<file path="src/rtl/mod47_mul_arb.sv">
`default_nettype none
// ============================================================================
//  Module      : mod47_mul_arb
//  Description : Four-way round-robin arbiter feeding a constant modulo-47
//                multiplier with a ready/valid result port.
//                Define MOD47_ARB_OUTREG_EN to add an operand register stage
//                in front of the result register (latency 2 instead of 1).
//  Revision    : 1.0 - initial release
// ============================================================================
module mod47_mul_arb #(
    parameter int unsigned MUL_CONST = 26
) (
    input  logic        clk,
    input  logic        rst,
    input  logic [3:0]  req_valid,
    input  logic [23:0] req_data,
    output logic [3:0]  req_ready,
    output logic        rsp_valid,
    input  logic        rsp_ready,
    output logic [5:0]  rsp_data,
    output logic [1:0]  rsp_id,
    output logic        busy
);

    localparam logic [11:0] c_mod = 12'd47;
    localparam logic [11:0] c_mul = 12'(MUL_CONST);

    logic [1:0]  r_ptr;
    logic [1:0]  w_gnt;
    logic        w_any;
    logic        w_in_ready;
    logic        w_accept;
    logic [5:0]  w_op;
    logic        w_out_free;
    logic        w_load_out;
    logic [5:0]  w_mul_in;
    logic [1:0]  w_mul_id;
    logic [11:0] w_prod;
    logic [5:0]  w_res;
    logic        r_rsp_valid;
    logic [5:0]  r_rsp_data;
    logic [1:0]  r_rsp_id;

    // Scan from the highest offset down so the requester closest to r_ptr wins.
    always_comb begin
        w_any = 1'b0;
        w_gnt = r_ptr;
        for (int k = 3; k >= 0; k--) begin
            if (req_valid[r_ptr + 2'(k)]) begin
                w_any = 1'b1;
                w_gnt = r_ptr + 2'(k);
            end
        end
    end

    always_comb begin
        w_op = req_data[5:0];
        case (w_gnt)
            2'd0:    w_op = req_data[5:0];
            2'd1:    w_op = req_data[11:6];
            2'd2:    w_op = req_data[17:12];
            default: w_op = req_data[23:18];
        endcase
    end

    assign w_out_free = !r_rsp_valid || rsp_ready;
    assign w_accept   = !rst && w_any && w_in_ready;
    assign req_ready  = w_accept ? (4'b0001 << w_gnt) : 4'b0000;

    always_ff @(posedge clk or posedge rst) begin
        if (rst) begin
            r_ptr <= 2'd0;
        end else if (w_accept) begin
            r_ptr <= w_gnt + 2'd1;
        end
    end

`ifdef MOD47_ARB_OUTREG_EN
    logic       r_s1_valid;
    logic [5:0] r_s1_data;
    logic [1:0] r_s1_id;

    // Stage 1 moves forward whenever the result register is empty or retiring.
    assign w_load_out = r_s1_valid && w_out_free;
    assign w_in_ready = !r_s1_valid || w_out_free;
    assign w_mul_in   = r_s1_data;
    assign w_mul_id   = r_s1_id;
    assign busy       = r_s1_valid || r_rsp_valid;

    always_ff @(posedge clk or posedge rst) begin
        if (rst) begin
            r_s1_valid <= 1'b0;
            r_s1_data  <= 6'd0;
            r_s1_id    <= 2'd0;
        end else if (w_accept) begin
            r_s1_valid <= 1'b1;
            r_s1_data  <= w_op;
            r_s1_id    <= w_gnt;
        end else if (w_load_out) begin
            r_s1_valid <= 1'b0;
        end
    end
`else
    assign w_load_out = w_accept;
    assign w_in_ready = w_out_free;
    assign w_mul_in   = w_op;
    assign w_mul_id   = w_gnt;
    assign busy       = r_rsp_valid;
`endif

    // Operands 47..63 need no pre-reduction: the full product is reduced once.
    assign w_prod = {6'd0, w_mul_in} * c_mul;
    assign w_res  = 6'(w_prod % c_mod);

    always_ff @(posedge clk or posedge rst) begin
        if (rst) begin
            r_rsp_valid <= 1'b0;
            r_rsp_data  <= 6'd0;
            r_rsp_id    <= 2'd0;
        end else if (w_load_out) begin
            r_rsp_valid <= 1'b1;
            r_rsp_data  <= w_res;
            r_rsp_id    <= w_mul_id;
        end else if (rsp_ready) begin
            r_rsp_valid <= 1'b0;
        end
    end

    assign rsp_valid = r_rsp_valid;
    assign rsp_data  = r_rsp_data;
    assign rsp_id    = r_rsp_id;

endmodule
`default_nettype wire

</file>
<file path="config.mk">
export PLATFORM = sky130hd
export DESIGN_NAME = mod47_mul_arb
export DESIGN_NICKNAME = d
export VERILOG_FILES = /design/src/rtl/mod47_mul_arb.sv
export SDC_FILE = /design/constraint.sdc
export NUM_CORES = 1
export LEC_CHECK = 0
export CAP_MARGIN = 0
export CORE_UTILIZATION = 35
export CTS_BUF_LIST = sky130_fd_sc_hd__clkbuf_2
export CTS_CLUSTER_DIAMETER = 60
export CTS_CLUSTER_SIZE = 16
export DETAILED_ROUTE_END_ITERATION = 7
export GPL_TIMING_DRIVEN = 0
export HOLD_SLACK_MARGIN = 0.05
export MAX_ROUTING_LAYER = met4
export PLACE_DENSITY = 0.63
export SYNTH_ARGS = -nofsm -noshare
export SYNTH_HDL_FRONTEND = slang
export SYNTH_SLANG_ARGS = --single-unit
</file>
<file path="constraint.sdc">
create_clock -name clk -period 9.57 [get_ports clk]
set_input_delay 1.914 -clock clk [delete_from_list [all_inputs] [get_ports clk]]
set_output_delay 1.914 -clock clk [all_outputs]
set_load 0.01 [all_outputs]
</file>
==> results_dict.tcl <==
set metrics [dict create \
    violations "negative setup slack" \
    grt_setup_unrepaired "true" \
    synthArstFlopShare_pct 100 \
    syn-cell-area_um2 2990 \
    crit_path_top_delay_cell "or4b_1" \
    num_rows 33 \
    synthCells 387 \
    cts.sinks 11 \
    slowest_delay_ps 530 \
    drive_gt1_share_pct 39.4 \
    criticalPathCategory "in -> reg" \
    crit_fanout 6 \
    crit_path_end_kind "flip-flop" \
    initial_core_util_pct 36.2 \
    die_h_um 94.5 \
    via_count 3529 \
    critPathBufInv 8 \
    post-route-period-util_pct 102 \
    routed_via_density 6.01 \
    dieArea_um2 8920 \
    port_buffers 44 \
    grt_max_degree 13 \
    setup_viol 2 \
    clockRootBuffer "clkbuf_2" \
    htree_levels 1 \
    critPathLaunchType "input pin" \
    max_slew_margin_pct 55.1 \
    wl_mm 10.0 \
    worstMarginPinSlew_ps 674 \
    critPathRequiredTime_ps 9770 \
    ctsLongestPathBuffers 2 \
    coreArea_um2 8260 \
    grt.overflow.total 0 \
    drc_errors 0 \
    hp-class "reg -> reg" \
    setup_ws_ps -162 \
    gp_congestion 0.866 \
    critPathTopFamily "compound AO/OA/AOI/OAI gates" \
    cpMostUsedCell "ha_4" \
    dp_hpwl_mm 6.80 \
    status "finished with violations" \
    drtIter0Drc 227 \
    maxCapViolations 0 \
    antenna_cells 0 \
    yosysSeqAreaShare_pct 9.20 \
    maxSlewViolCount 0 \
    dr.pass1.iters 5 \
    fin_crit_ps 9730 \
    finalInstanceArea_um2 4700 \
    fmax_mhz 103 \
    clk_latency_ps 260 \
    place_area_um2 3600 \
    synth_edf_count 0 \
    ys_types 91 \
    fin_nets 544 \
    worstPathArrival_ps 9930 \
    synth_nets 448 \
    cts_made_buffers 3 \
    pin_count 45 \
    track_usage_pct 21.5 \
    yosysTopAreaCell "ha_1" \
    post_drt_wl_per_cell_um 17.1 \
    yosys_register_bits 11 \
    grt_pass1_wl_mm 15.2 \
    final_cell_mix "buf_4 (45), clkdlybuf4s50_1 (40), nor2_1 (36), nand2_1 (24), ha_1 (15)" \
    setup-tns-final_ps -197 \
    area_growth_pct 57.0 \
    synth_top_area_share_pct 11.7 \
    final_hold_viol_count 0 \
    antenna_left 0 \
    synth_area_leaders "ha_1 (12%), dfrtp_1 (9.2%), nor2_1 (5.1%), a21oi_1 (3.8%), nand2_1 (3.6%)" \
    cts_tree "built" \
    hold_buffers 0 \
    synth-warning-count 0 \
    regToRegSetupSlack_ps 1140 \
    skew_ps 14.2 \
    syn_area_per_cell_um2 7.73 \
    first_global_vias 3318 \
    synth_top_flop_cell "dfrtp_1" \
    layout_commonest_cell "buf_4" \
    fp.dieW_um 94.5 \
    antenna_found_initial 0 \
    clk_pin_slew_ps 120 \
]
[metrics by stage]
| stage | std cells | util [%] | hold WS (ps) | setup slack [ps] |
|---|---|---|---|---|
| after floorplan | 387 | - | 521 | 5.18 |
| after global placement | 536 | 43.6 | 489 | -1680 |
| after detailed placement | 536 | 43.6 | 493 | -1810 |
| after CTS | 570 | 51.6 | 522 | 4.15 |
| after global routing | 587 | 56.9 | 538 | -449 |
| final | 587 | 56.9 | 519 | -162 |
[cells by family after synthesis]
kind of cell / count (synthesis) / synth area share, %
XOR/XNOR: 14 / 4.10
AO/OA/AOI/OAI: 145 / 39.4
adder cells (fa/ha/maj): 30 / 13.0
AND/OR/NAND/NOR: 145 / 25.7
buffers and inverters: 32 / 4.81
flip-flops: 11 / 9.20
multiplexers: 10 / 3.72
[state kept, by name, indices dropped and copies added (netlist names)]
| name | count |
|---|---|
| rsp_data | 6 |
| r_ptr | 2 |
| rsp_id | 2 |
| busy | 1 |
[layout make-up]
class                           instances  area (um2)
Timing Repair Buffer                   92         850
Inverter                               22        92.6
Tap cell                              105         131
Clock buffer                            4        20.0
Sequential cell                        11         275
Multi-Input combinational cell        344        3260
Fill cell                             723        3560
Buffer                                  9        68.8
[Yosys cell counts (all sizes together) (4+ instances only)]
cell type / count
nor2: 42
nand2: 29
ha: 28
a21oi: 25
inv: 21
o21ai: 20
nor3: 16
a211oi: 14
dfrtp: 11
nand3: 11
xnor2: 11
a21o: 10
and2: 10
o211ai: 8
a31oi: 7
buf: 7
mux2i: 7
a222oi: 5
nor4: 5
o21a: 5
and3: 4
nor3b: 4
o31ai: 4
o41ai: 4
or3: 4
[layer usage]
| layer | part of all wire (%) | vias up | GRT usage (%) |
|---|---|---|---|
| li1 | - | 1694 | - |
| met1 | 43 | 1692 | 26.6 |
| met2 | 50 | 129 | 37.1 |
| met3 | 5.7 | 14 | 1.85 |
| met4 | 1.7 | 0 | 6.06 |
| met5 | 0 | - | - |
[worst min-delay path, delay by kind of cell, from the launching register on]
family	cells	cell delay, ps
flops	1	380
simple gates	2	120
[timing repair]
item / CTS / global route
pin swaps: 45 / 39
resized for setup: 98 / 54
setup buffers: 31 / 17
endpoints found under the setup margin: 6 / 3
[worst paths after layout]
check,from,endpoint,cells past startpoint
min in group asynchronous,rst,rsp_id[0]$_DFFE_PP0P_,2
hold reg to reg,rsp_data[3]$_DFFE_PP0P_,rsp_data[3]$_DFFE_PP0P_,2
max in group asynchronous,rst,rsp_data[2]$_DFFE_PP0P_,2
setup reg to reg,r_ptr[0]$_DFFE_PP0P_,rsp_data[5]$_DFFE_PP0P_,37
setup / recovery,req_valid[2],rsp_data[5]$_DFFE_PP0P_,39
hold / removal,rsp_data[3]$_DFFE_PP0P_,rsp_data[3]$_DFFE_PP0P_,2
Power is left out: the tool's default activity adds up to more than one toggle a clock period on the data nets, which glitch-free logic cannot reach.
